$ cat src/rtl/reg_file_2r1w.sv
// Parametrised register file: one byte-strobed write port, two registered read ports, per-entry written flags.
// Define REG_FILE_WR_BYPASS_EN to make same-cycle reads observe the in-flight write or clear.
module reg_file_2r1w #(
  parameter int WIDTH = 16,
  parameter int DEPTH = 8,
  localparam int ADDR_W = $clog2(DEPTH)
) (
  input  logic                 CLK,
  input  logic                 RST,
  input  logic                 Clr,
  input  logic                 WrEn,
  input  logic [ADDR_W-1:0]    WrAddr,
  input  logic [WIDTH/8-1:0]   WrStrb,
  input  logic [WIDTH-1:0]     WrData,
  input  logic                 RdEn0,
  input  logic [ADDR_W-1:0]    RdAddr0,
  input  logic                 RdEn1,
  input  logic [ADDR_W-1:0]    RdAddr1,
  output logic [WIDTH-1:0]     RdData0,
  output logic [WIDTH-1:0]     RdData1,
  output logic                 RdValid0,
  output logic                 RdValid1,
  output logic                 RdWritten0,
  output logic                 RdWritten1
);

  localparam int NumBytes = WIDTH / 8;
  // One extra bit so DEPTH itself is representable when it is a power of two.
  localparam logic [ADDR_W:0] DepthVal = (ADDR_W+1)'(DEPTH);

  logic [WIDTH-1:0]  mem [DEPTH];
  logic [DEPTH-1:0]  written;

  logic              wrInRange;
  logic              wrFire;
  logic [WIDTH-1:0]  wrMerged;

  assign wrInRange = ({1'b0, WrAddr} < DepthVal);
  assign wrFire    = WrEn && wrInRange && !Clr;

  always_comb begin
    // NOTE: every always_comb output gets a default first, so no path can infer a latch.
    wrMerged = wrInRange ? mem[WrAddr] : '0;
    for (int b = 0; b < NumBytes; b++) begin
      if (WrStrb[b]) wrMerged[8*b +: 8] = WrData[8*b +: 8];
    end
  end

  always_ff @(posedge CLK) begin
    // NOTE: sequential state uses non-blocking assignments only, so every reader sees pre-edge values.
    if (!RST || Clr) begin
      // NOTE: the array is reset because its contents are architecturally visible after reset/clear.
      for (int i = 0; i < DEPTH; i++) mem[i] <= '0;
      written <= '0;
    end else if (wrFire) begin
      mem[WrAddr]     <= wrMerged;
      written[WrAddr] <= 1'b1;
    end
  end

  logic [1:0]        rdEnV;
  logic [ADDR_W-1:0] rdAddrV [2];
  logic [WIDTH-1:0]  rdDataD [2];
  logic [1:0]        rdWrittenD;

  assign rdEnV      = {RdEn1, RdEn0};
  assign rdAddrV[0] = RdAddr0;
  assign rdAddrV[1] = RdAddr1;

  always_comb begin
    for (int p = 0; p < 2; p++) begin
      rdDataD[p]    = '0;
      rdWrittenD[p] = 1'b0;
      if ({1'b0, rdAddrV[p]} < DepthVal) begin
        rdDataD[p]    = mem[rdAddrV[p]];
        rdWrittenD[p] = written[rdAddrV[p]];
`ifdef REG_FILE_WR_BYPASS_EN
        if (Clr) begin
          rdDataD[p]    = '0;
          rdWrittenD[p] = 1'b0;
        end else if (wrFire && (WrAddr == rdAddrV[p])) begin
          rdDataD[p]    = wrMerged;
          rdWrittenD[p] = 1'b1;
        end
`endif
      end
    end
  end

  logic [WIDTH-1:0] rdDataQ [2];
  logic [1:0]       rdValidQ;
  logic [1:0]       rdWrittenQ;

  // Data and written flag hold when a port is idle; only the valid flag follows the enable.
  always_ff @(posedge CLK) begin
    if (!RST) begin
      rdDataQ[0] <= '0;
      rdDataQ[1] <= '0;
      rdValidQ   <= '0;
      rdWrittenQ <= '0;
    end else begin
      for (int p = 0; p < 2; p++) begin
        rdValidQ[p] <= rdEnV[p];
        if (rdEnV[p]) begin
          rdDataQ[p]    <= rdDataD[p];
          rdWrittenQ[p] <= rdWrittenD[p];
        end
      end
    end
  end

  assign RdData0    = rdDataQ[0];
  assign RdData1    = rdDataQ[1];
  assign RdValid0   = rdValidQ[0];
  assign RdValid1   = rdValidQ[1];
  assign RdWritten0 = rdWrittenQ[0];
  assign RdWritten1 = rdWrittenQ[1];

endmodule

$ cat config.mk
export PLATFORM = sky130hd
export DESIGN_NAME = reg_file_2r1w
export DESIGN_NICKNAME = d
export VERILOG_FILES = /design/src/rtl/reg_file_2r1w.sv
export SDC_FILE = /design/constraint.sdc
export NUM_CORES = 1
export LEC_CHECK = 0
export BUFFER_PORTS_ARGS = -buffer_cell sky130_fd_sc_hd__buf_2
export CORE_MARGIN = 2
export CORE_UTILIZATION = 35
export CTS_BUF_LIST = sky130_fd_sc_hd__clkbuf_4 sky130_fd_sc_hd__clkbuf_8
export DETAILED_ROUTE_END_ITERATION = 10
export PLACE_DENSITY = 0.6
export SETUP_SLACK_MARGIN = 0.1
export SKIP_LAST_GASP = 1
export SYNTH_ARGS = -nofsm -noshare
export SYNTH_HDL_FRONTEND = slang
export SYNTH_SLANG_ARGS = --single-unit
$ cat constraint.sdc
create_clock -name CLK -period 2.05 [get_ports CLK]
set_input_delay 0.3075 -clock CLK [delete_from_list [all_inputs] [get_ports CLK]]
set_output_delay 0.3075 -clock CLK [all_outputs]
set_load 0.01 [all_outputs]
==> flow_summary.json, run 1 <==
{
  "clk_pin_slew_worst_paths_ns": 0.10,
  "htree_levels": 4,
  "dr.max_layer_used": "met5",
  "final-hold-violation-count": 0,
  "final_core_util": 0.4109,
  "postCtsResizedCells": 0,
  "maxCapViolations": 0,
  "via_count": 4992,
  "finalCritPeriodShare": 0.7473,
  "clock-root-buffer": "clkbuf_8",
  "insertion_delay_ns": 0.46,
  "placed_area_sq_um": 9140,
  "die_w_microns": 157.9,
  "relSlewSlack": 0.5871,
  "place_congestion": 0.7448,
  "end_kind": "flop",
  "tightest_slew_ns": 0.6194,
  "wl_per_cell_microns": 19.81,
  "status": "complete, no violations",
  "wl_met2_microns": 8796,
  "tritoncts": "built",
  "synth_cells": 559,
  "coreArea_sq_um": 23330,
  "drc_errors": 0,
  "worstPathMaxFanout": 2,
  "tns_ns": 0,
  "grt_use_total": 0.1602,
  "fin_hold_ws_ns": 0.06402,
  "drive_gt1_frac": 0.2962,
  "portBuffers": 68,
  "grt_remaining_overflow": 0,
  "max_freq_mhz": 652.8,
  "holdCritPathClass": "in -> reg",
  "critPathLaunchType": "flop",
  "ys_ff_latch": 172,
  "drt_iter0_markers": 508,
  "routed_wl_microns": 19290,
  "ys_async_sr_fraction": 0,
  "syn2layout_area_growth_pct": 15.64,
  "cts_buffers": 17,
  "p_leak_nw": 3.669,
  "crit_slowest_cell": "mux4_1",
  "setup_slack_ns": 0.5181,
  "postLayoutCellArea_sq_um": 9587,
  "slowest_delay_ns": 0.57,
  "cts_buffer_depth": 2,
  "nets": 675,
  "num_io_pins": 69,
  "grt_pass1_vias": 5079,
  "min_period_ns": 1.532,
  "dp_slack_ns": 0.2014,
  "fp-row-count": 56,
  "rsz0062_at_grt": "no",
  "first_pass_iters": 5,
  "die_area_sq_um": 24930,
  "viasPerCell": 5.125,
  "p_per_area_nw_per_um2": 791.8,
  "yosysTopAreaCell": "edfxtp_1",
  "synth_top_cell_area_share": 0.5795,
  "grt_max_degree": 36,
  "cp_cell_sequence": "mux4_1 > mux2i_1 > nor2_1",
  "ant_nets": 0,
  "arrival_ns": 1.73,
  "finalSetupViolCount": 0,
  "synth_nets": 592,
  "yosysWarnings": 0,
  "cts_num_sinks": 172,
  "ys_seq_area_frac": 0.6085,
  "cts_setup_buffers": 0,
  "yosys_most_used_dff": "edfxtp_1",
  "routed-wl-met3_microns": 1415,
  "syn_area_sq_um": 8290,
  "crit_type": "reg -> reg",
  "synth_edf_count": 160,
  "post_synth.cell_area_avg_sq_um": 14.83,
  "hold_buffers": 0,
  "antenna_found_initial": 2,
  "wl_met1_microns": 8783,
  "required_ns": 2.25,
  "grt_pass1_wl_microns": 29620,
  "ir_drop_uv": 381.2,
  "fillCellCount": 2165,
  "synthTopCellsByArea": "edfxtp_1 (58%), mux4_2 (14%), nor2_1 (7.0%)",
  "fin_skew_ns": 0.01459,
  "die_y_microns": 157.9,
  "dp_hpwl_microns": 13970,
  "synth_cell_type_count": 34,
  "initial_core_util": 0.3553,
  "num_antenna_cells": 0,
  "maxSlewViolCount": 0
}
-- layer usage --
layer,GRT usage,up-vias
met1,0.2209,2504
met5,0,-
met2,0.2474,170
met3,0.04462,20
li1,-,2296
met4,0.04935,2
-- worst max-delay path: cells and delay by family, from the launching register on --
family | cells | cell delay [ns]
multiplexers | 2 | 0.79
flip-flops | 1 | 0.42
AND/OR/NAND/NOR | 1 | 0.06
-- per-stage QoR --
step                      instances  power, mW
after global routing            974      7.857
after floorplan                 559      4.693
after global placement          942      4.979
final                           974      7.590
after CTS                       974      7.657
after detailed placement        942      5.012
-- synth_stat cells (all sizes together) (3+ instances only) --
library cell and n:
edfxtp 160, nand2b 4, mux4 66, nand3b 3, nor2 154, o21ai 19
o21a 6, nand2 17, dfxtp 12, clkbuf 20, buf 25, mux2i 37
and3 17
-- sequential cells by signal, indices dropped and copies added, names as in the netlist --
register and count:
rdWrittenQ 2, rdValidQ 2, written 8, mem 128, rdDataQ 32
-- worst paths after layout --
| check | depth (start not counted) | endpoint | from | slack [ns] |
|---|---|---|---|---|
| setup / recovery | 3 | rdDataQ[0][15]$_SDFFCE_PN0P_ | mem[5][15]$_SDFFCE_PN0P_ | 0.52 |
| hold / removal | 2 | rdWrittenQ[0]$_SDFFE_PN0P_ | RdEn0 | 0.06 |
| setup reg to reg | 3 | rdDataQ[0][15]$_SDFFCE_PN0P_ | mem[5][15]$_SDFFCE_PN0P_ | 0.52 |
| hold reg to reg | 2 | rdWrittenQ[1]$_SDFFE_PN0P_ | rdWrittenQ[1]$_SDFFE_PN0P_ | 0.47 |
-- cells in the final DEF (no fill, tap or decap), drive strengths merged --
| cell | instances |
|---|---|
| a21oi | 2 |
| a31oi | 1 |
| and2 | 2 |
| and3 | 17 |
| and3b | 1 |
| and4b | 2 |
| buf | 109 |
| bufinv | 4 |
| clkbuf | 18 |
| clkinv | 1 |
| clkinvlp | 3 |
| dfxtp | 12 |
| edfxtp | 160 |
| inv | 8 |
| mux2 | 1 |
| mux2i | 37 |
| mux4 | 66 |
| nand2 | 17 |
| nand2b | 4 |
| nand3 | 1 |
| nand3b | 3 |
| nand4b | 2 |
| nor2 | 154 |
| nor2b | 1 |
| o21a | 6 |
| o21ai | 19 |
| o32ai | 1 |
| or3 | 1 |
| or3b | 2 |
-- power by group --
part | total, mW | internal (mW) | switching [mW]
combinational | 0.799 | 0.374 | 0.425
sequential | 4.12 | 4.03 | 0.0921
clock | 2.67 | 1.37 | 1.30
-- logic make-up after synthesis --
family	after synthesis	share of synthesized area
compound gates	29	0.02037
buf+inv	47	0.03124
flops	172	0.6085
mux	104	0.2326
simple gates	207	0.1073
-- layout make-up --
cell class	instances	area, sq um	area share
Clock buffer	18	241.5	0.02519
Clock inverter	14	205.2	0.02140
Inverter	2	7.507	0.0007831
Multi-Input combinational cell	340	2990	0.3119
Sequential cell	172	5045	0.5262
Tap cell	319	399.1	0.04163
Timing Repair Buffer	109	698.2	0.07283
No activity file was read; power rests on OpenSTA's default activity.
==> inputs of run 2 (changes only) <==
==> constraint.sdc (replaced) <==
create_clock -name CLK -period 1.4 [get_ports CLK]
set_input_delay 0.21 -clock CLK [delete_from_list [all_inputs] [get_ports CLK]]
set_output_delay 0.21 -clock CLK [all_outputs]
set_load 0.01 [all_outputs]
==> run 2 against run 1 <==
Clock skew fell by 0.0053 ns. Sequential share of layout area fell by 1.5 points. Cell count rose by 0.72%. Flip-flop and latch count did not move. Power rose by 48%. Clock-buffer cell count rose by 5. The flow now finishes with violations (setup timing). Register-to-register slack got worse by 0.55 ns. Sequential power rose by 47%. First-iteration DRC count fell by 5.7%.
==> flow_summary.json, run 2 (synthesized netlist as in run 1, its figures left out) <==
{
  "via_count": 4984,
  "initial_core_util": 0.3553,
  "antenna_found_initial": 0,
  "final-hold-violation-count": 0,
  "final_core_util": 0.4228,
  "tightest_slew_ns": 0.6388,
  "dp_cells": 948,
  "drc_errors": 0,
  "num_io_pins": 69,
  "holdCritPathClass": "in -> reg",
  "multi_input_area_sq_um": 3009,
  "coreArea_sq_um": 23330,
  "cts_buffer_depth": 2,
  "place_congestion": 0.8155,
  "maxCapViolations": 0,
  "met2_usage": 0.2447,
  "clockPowerShare": 0.348,
  "max_freq_mhz": 696.8,
  "status": "finished with violations",
  "fillCellCount": 2107,
  "viasPerCell": 5.081,
  "seqPwrFrac": 0.539,
  "die_area_sq_um": 24930,
  "largest_registers": "mem x128, rdDataQ x32, written x8",
  "arrival_ns": 1.66,
  "relSlewSlack": 0.5732,
  "seq_area_sq_um": 5045,
  "end_kind": "flop",
  "num_antenna_cells": 0,
  "fin_hold_ws_ns": 0.05150,
  "worstPathMaxFanout": 2,
  "clk_pin_slew_worst_paths_ns": 0.09,
  "use_met1": 0.2257,
  "ir_drop_uv": 406.5,
  "placed_area_sq_um": 9410,
  "cp_cell_sequence": "mux4_2 > mux2i_1 > nor2_1",
  "crit_type": "reg -> reg",
  "stdcell_count": 981,
  "p_leak_nw": 3.711,
  "grt_pass1_vias": 5043,
  "die_y_microns": 157.9,
  "comb_power_share": 0.114,
  "grt_pass1_wl_microns": 29260,
  "grt_remaining_overflow": 0,
  "syn2layout_area_growth_pct": 19.00,
  "drive_gt1_frac": 0.3535,
  "htree_levels": 4,
  "wl_per_cell_microns": 19.24,
  "slowest_delay_ns": 0.52,
  "crit_slowest_cell": "mux4_2",
  "ant_nets": 0,
  "drt_iter0_markers": 479,
  "use_met3": 0.03066,
  "grt_use_total": 0.1584,
  "p_int_mw": 8.667,
  "sw_frac_of_total": 0.2283,
  "tritoncts": "built",
  "nets": 682,
  "finalSetupViolCount": 11,
  "regMostFlops": "mem",
  "fp-row-count": 56,
  "postLayoutCellArea_sq_um": 9866,
  "grt_max_degree": 33,
  "clock-root-buffer": "clkbuf_8",
  "routed_wl_microns": 18870,
  "required_ns": 1.62,
  "dp_hpwl_microns": 14710,
  "die_w_microns": 157.9,
  "maxSlewViolCount": 0,
  "rsz0062_at_grt": "yes",
  "finalCritPeriodShare": 1.025,
  "first_pass_iters": 5,
  "insertion_delay_ns": 0.46,
  "grt-busiest-layer": "met2",
  "dp_slack_ns": -0.5229,
  "violations": "setup timing",
  "largest_reg_flops": 128,
  "cts_buffers": 17,
  "cts_num_sinks": 172,
  "setup_slack_ns": -0.03510,
  "min_period_ns": 1.435,
  "netSwitchingPower_mw": 2.563,
  "critPathLaunchType": "flop",
  "layout_commonest_cell": "edfxtp_1",
  "p_per_area_nw_per_um2": 1138,
  "most-common-layout-cells": "edfxtp_1 (160), nor2_1 (154), buf_2 (68)",
  "portBuffers": 68,
  "fin_skew_ns": 0.009255
}
run 2: final cells by class:
| class | instances | area share |
|---|---|---|
| Timing Repair Buffer | 116 | 0.09664 |
| Multi-Input combinational cell | 340 | 0.3050 |
| Clock buffer | 23 | 0.02955 |
| Sequential cell | 172 | 0.5114 |
| Inverter | 2 | 0.0007609 |
| Tap cell | 319 | 0.04046 |
| Clock inverter | 9 | 0.01623 |
run 2: layer usage:
layer / wire [microns] / vias up / share of wire
met1: 8702 / 2490 / 0.46
met4: 240 / 0 / 0.013
met3: 1271 / 20 / 0.067
met2: 8659 / 174 / 0.46
met5: 0 / - / 0
li1: - / 2300 / -
run 2: power groups by stage:
stage | Sequential [mW] | Combinational [mW] | Clock [mW]
3_3_place_gp | 6.14 | 1.24 | 0
6_report | 6.05 | 1.28 | 3.90
2_1_floorplan | 6.15 | 0.783 | 0
4_1_cts | 6.05 | 1.29 | 3.96
3_5_place_dp | 6.17 | 1.28 | 0
5_1_grt | 6.09 | 1.38 | 4.14
run 2: through the flow:
step / TNS, ns / power, mW
3_5_place_dp: -81.98 / 7.448
6_report: -0.1234 / 11.23
5_1_grt: -1.312 / 11.60
3_3_place_gp: -77.50 / 7.389
4_1_cts: -0.1404 / 11.30
2_1_floorplan: -15.41 / 6.930
run 2: final timing paths:
| kind | start | to | slack (ns) | cells after the start |
|---|---|---|---|---|
| setup / recovery | mem[7][2]$_SDFFCE_PN0P_ | rdDataQ[0][2]$_SDFFCE_PN0P_ | -0.04 | 3 |
| hold reg to reg | rdWrittenQ[1]$_SDFFE_PN0P_ | rdWrittenQ[1]$_SDFFE_PN0P_ | 0.48 | 2 |
| hold / removal | RdEn1 | rdValidQ[1]$_SDFF_PN0_ | 0.05 | 2 |
| setup reg to reg | mem[7][2]$_SDFFCE_PN0P_ | rdDataQ[0][2]$_SDFFCE_PN0P_ | -0.04 | 3 |
run 2: timing repair:
action / CTS / global route
endpoints found under the hold margin: 1 / 0
endpoints found under the setup margin: 152 / 32
hold buffers: 1 / 0
setup buffers: 0 / 0
gates resized for setup: 5 / 1
run 2: worst max-delay path: cells and delay by family, from the launching register on:
| family | cells | cell delay (ns) |
|---|---|---|
| flops | 1 | 0.42 |
| mux | 2 | 0.71 |
| simple gates | 1 | 0.06 |
==> inputs of run 3 (changes only) <==
--- a/config.mk
+++ b/config.mk
@@ -5,10 +5,12 @@
 export SDC_FILE = /design/constraint.sdc
 export NUM_CORES = 1
 export LEC_CHECK = 0
+export ABC_AREA = 1
 export BUFFER_PORTS_ARGS = -buffer_cell sky130_fd_sc_hd__buf_2
 export CORE_MARGIN = 2
 export CORE_UTILIZATION = 35
 export CTS_BUF_LIST = sky130_fd_sc_hd__clkbuf_4 sky130_fd_sc_hd__clkbuf_8
+export CTS_CLUSTER_DIAMETER = 150
 export DETAILED_ROUTE_END_ITERATION = 10
 export PLACE_DENSITY = 0.6
 export SETUP_SLACK_MARGIN = 0.1
==> run 3 against run 2 <==
The run now ends clean. Largest cell class unchanged. Utilization is 0.39 points higher. Synthesized cell count is 74% higher. Design area is 5.2% higher. Clock-buffer cell count is 5 lower. Worst setup slack better by 0.19 ns. Synthesized area is 4.6% higher. Critical path type is now in -> reg. Fmax is 15% higher. Power is 1.6% lower. First-iteration DRC count is 100% higher. Register-to-register slack better by 0.21 ns.
==> flow_summary.json, run 3 <==
{
  "largest_reg_flops": 128,
  "synth_cells": 973,
  "post_synth.cell_area_avg_sq_um": 8.910,
  "maxSlewViolCount": 0,
  "fillCellCount": 2337,
  "tritoncts": "built",
  "worstPathMaxFanout": 8,
  "syn2layout_area_growth_pct": 19.70,
  "worst-path-stages": 8,
  "largest_registers": "mem x128, rdDataQ x32, written x8",
  "synthXorXnorAreaFrac": 0,
  "first_pass_iters": 5,
  "crit_family": "simple AND/OR/NAND/NOR gates",
  "grt_pass1_vias": 6139,
  "synthTopCellsByArea": "edfxtp_1 (55%), nor2_1 (8.0%), nand2_1 (7.7%)",
  "final-hold-violation-count": 0,
  "dp_cells": 1364,
  "ant_nets": 0,
  "via_count": 6939,
  "seq_area_sq_um": 5045,
  "ir_drop_uv": 523.9,
  "ys_ff_latch": 172,
  "synth_most_common_cell": "nor2_1",
  "grt_remaining_overflow": 0,
  "r2r_end": "rdDataQ[0][7]$_SDFFCE_PN0P_",
  "cts_setup_buffers": 0,
  "crit_type": "in -> reg",
  "yosysWarnings": 0,
  "synth_top_family_by_area": "simple AND/OR/NAND/NOR gates",
  "crit_slowest_cell": "or2_4",
  "ys_async_sr_fraction": 0,
  "comb_power_share": 0.136,
  "min_period_ns": 1.243,
  "finalCritPeriodShare": 0.8877,
  "die_y_microns": 161.4,
  "htree_levels": 4,
  "insertion_delay_ns": 0.47,
  "required_ns": 1.58,
  "p_per_area_nw_per_um2": 1064,
  "reg2reg_from": "mem[1][7]$_SDFFCE_PN0P_",
  "layout_commonest_cell": "nor2_1",
  "num_antenna_cells": 0,
  "cts_buffer_depth": 2,
  "rsz0062_at_grt": "no",
  "slowest_delay_ns": 0.24,
  "regMostFlops": "mem",
  "yosysTopAreaCell": "edfxtp_1",
  "netSwitchingPower_mw": 3.203,
  "grt_max_degree": 57,
  "place_congestion": 0.7949,
  "syn_area_sq_um": 8670,
  "clk_pin_slew_worst_paths_ns": 0.10,
  "drc_errors": 0,
  "startpoint": "RST",
  "reg2reg_setup_slack_ns": 0.17,
  "finalSetupViolCount": 0,
  "die_w_microns": 161.4,
  "fp-row-count": 57,
  "max_freq_mhz": 804.7,
  "synth_nets": 1006,
  "end_kind": "flop",
  "yosys.area_share.adder": 0,
  "synthSimpleGateAreaFrac": 0.2072,
  "synth_compound_area_frac": 0.1385,
  "routed_wl_microns": 22830,
  "sw_frac_of_total": 0.2900,
  "synth_edf_count": 160,
  "final_core_util": 0.4267,
  "ys_seq_area_frac": 0.5819,
  "maxCapViolations": 0,
  "dp_hpwl_microns": 16520,
  "status": "complete, no violations",
  "cts_num_sinks": 172,
  "p_int_mw": 7.843,
  "drt_iter0_markers": 980,
  "critPathLaunchType": "input pin",
  "power_mw": 11.05,
  "drive_gt1_frac": 0.1909,
  "seqPwrFrac": 0.547,
  "netlist_top_cells_count": "nor2_1 (185), nand2_1 (178), edfxtp_1 (160), inv_1 (99), a21oi_1 (75)",
  "cts_buffers": 17,
  "multi_input_area_sq_um": 3108,
  "die_area_sq_um": 26050,
  "muxShareOfSynthArea": 0,
  "clock-root-buffer": "clkbuf_8",
  "wl_per_cell_microns": 16.33,
  "endpoint": "mem[2][10]$_SDFFCE_PN0P_",
  "clockPowerShare": 0.317,
  "num_io_pins": 69,
  "holdCritPathClass": "in -> reg",
  "tightest_slew_ns": 0.5952,
  "worstRegToRegCells": 6,
  "antenna_found_initial": 1,
  "synth_top_cell_area_share": 0.5542,
  "nets": 1094,
  "grt_use_total": 0.1797,
  "stdcell_count": 1398,
  "viasPerCell": 4.964,
  "postLayoutCellArea_sq_um": 10380,
  "relSlewSlack": 0.6032,
  "portBuffers": 68,
  "p_leak_nw": 4.463,
  "grt_pass1_wl_microns": 35220,
  "path_buf_inv": 4,
  "synth_cell_type_count": 22,
  "most-common-layout-cells": "nor2_1 (177), nand2_1 (168), edfxtp_1 (160)",
  "path_common_cell": "nand2_4",
  "coreArea_sq_um": 24320,
  "arrival_ns": 1.42,
  "placed_area_sq_um": 9918,
  "fin_skew_ns": 0.01672,
  "yosys_most_used_dff": "edfxtp_1",
  "initial_core_util": 0.3565,
  "fin_hold_ws_ns": 0.06279,
  "cp_cell_sequence": "clkbuf_4 > inv_2 > or2_4 > buf_4 > nor3b_4 > buf_12 > nand2_4 > nand2_4"
}
-- run 3: changes by cell type after synthesis, moves of 8 or more --
cell | previous run | this run
nand2_1 | 17 | 178
inv_1 | 2 | 99
a21oi_1 | 1 | 75
o211ai_1 | 0 | 66
mux4_2 | 50 | 0
o21ai_0 | 18 | 66
nand3_1 | 1 | 42
mux2i_1 | 37 | 0
nor2_1 | 154 | 185
clkbuf_1 | 18 | 42
and3_1 | 17 | 0
mux4_1 | 16 | 0
nand2_4 | 0 | 8
nor2_2 | 0 | 8
-- run 3: how the worst min path moves through the flow --
stage	startpoint	endpoint	depth (start not counted)
6_report	RST	rdWrittenQ[0]$_SDFFE_PN0P_	3
5_1_grt	RST	rdWrittenQ[1]$_SDFFE_PN0P_	3
4_1_cts	RST	rdWrittenQ[0]$_SDFFE_PN0P_	3
2_1_floorplan	RdEn0	rdWrittenQ[0]$_SDFFE_PN0P_	1
3_3_place_gp	RdEn0	rdWrittenQ[0]$_SDFFE_PN0P_	2
3_5_place_dp	RdEn0	rdWrittenQ[0]$_SDFFE_PN0P_	2
-- run 3: through the flow --
| step | setup TNS (ns) | setup WS [ns] |
|---|---|---|
| after floorplan | -12.47 | -0.1085 |
| after global placement | -63.19 | -0.3245 |
| after detailed placement | -66.05 | -0.3284 |
| after CTS | 0 | 0.1419 |
| after global routing | 0 | 0.1050 |
| final | 0 | 0.1573 |
-- run 3: layout make-up --
class / count / area share
Sequential cell: 172 / 0.4861
Multi-Input combinational cell: 640 / 0.2995
Timing Repair Buffer: 129 / 0.09862
Tap cell: 324 / 0.03906
Inverter: 101 / 0.03677
Clock buffer: 18 / 0.02327
Clock inverter: 14 / 0.01664
-- run 3: worst register-to-register path: stages, from the launching register on --
cell      delay (ns)
edfxtp_1        0.38
inv_1           0.13
a21oi_1         0.07
o21ai_0         0.08
nand2_1         0.12
nor2_2          0.13
nor2_1          0.06
-- run 3: what timing repair did --
action,4_1_cts,5_1_grt
setup endpoints to repair,0,16
resized for setup,0,14
hold buffers,2,0
endpoints found under the hold margin,3,0
-- run 3: metal layers --
| metal | GRT usage | part of all wire | up-vias |
|---|---|---|---|
| li1 | - | - | 3454 |
| met1 | 0.2886 | 0.50 | 3142 |
| met2 | 0.2347 | 0.39 | 320 |
| met3 | 0.04700 | 0.10 | 21 |
| met4 | 0.04708 | 0.012 | 2 |
| met5 | 0 | 0.00048 | - |
-- run 3: power by group through the flow --
stage	Clock [mW]	Sequential [mW]	Combinational, mW
detailed placement	0	6.15	1.49
finish	3.50	6.04	1.51
global route	3.77	6.07	1.67
CTS	3.58	6.03	1.49
floorplan	0	6.17	0.848
global placement	0	6.15	1.48
-- run 3: logic make-up after synthesis --
kind of cell	after synthesis
compound gates	207
flops	172
simple gates	433
buf+inv	161
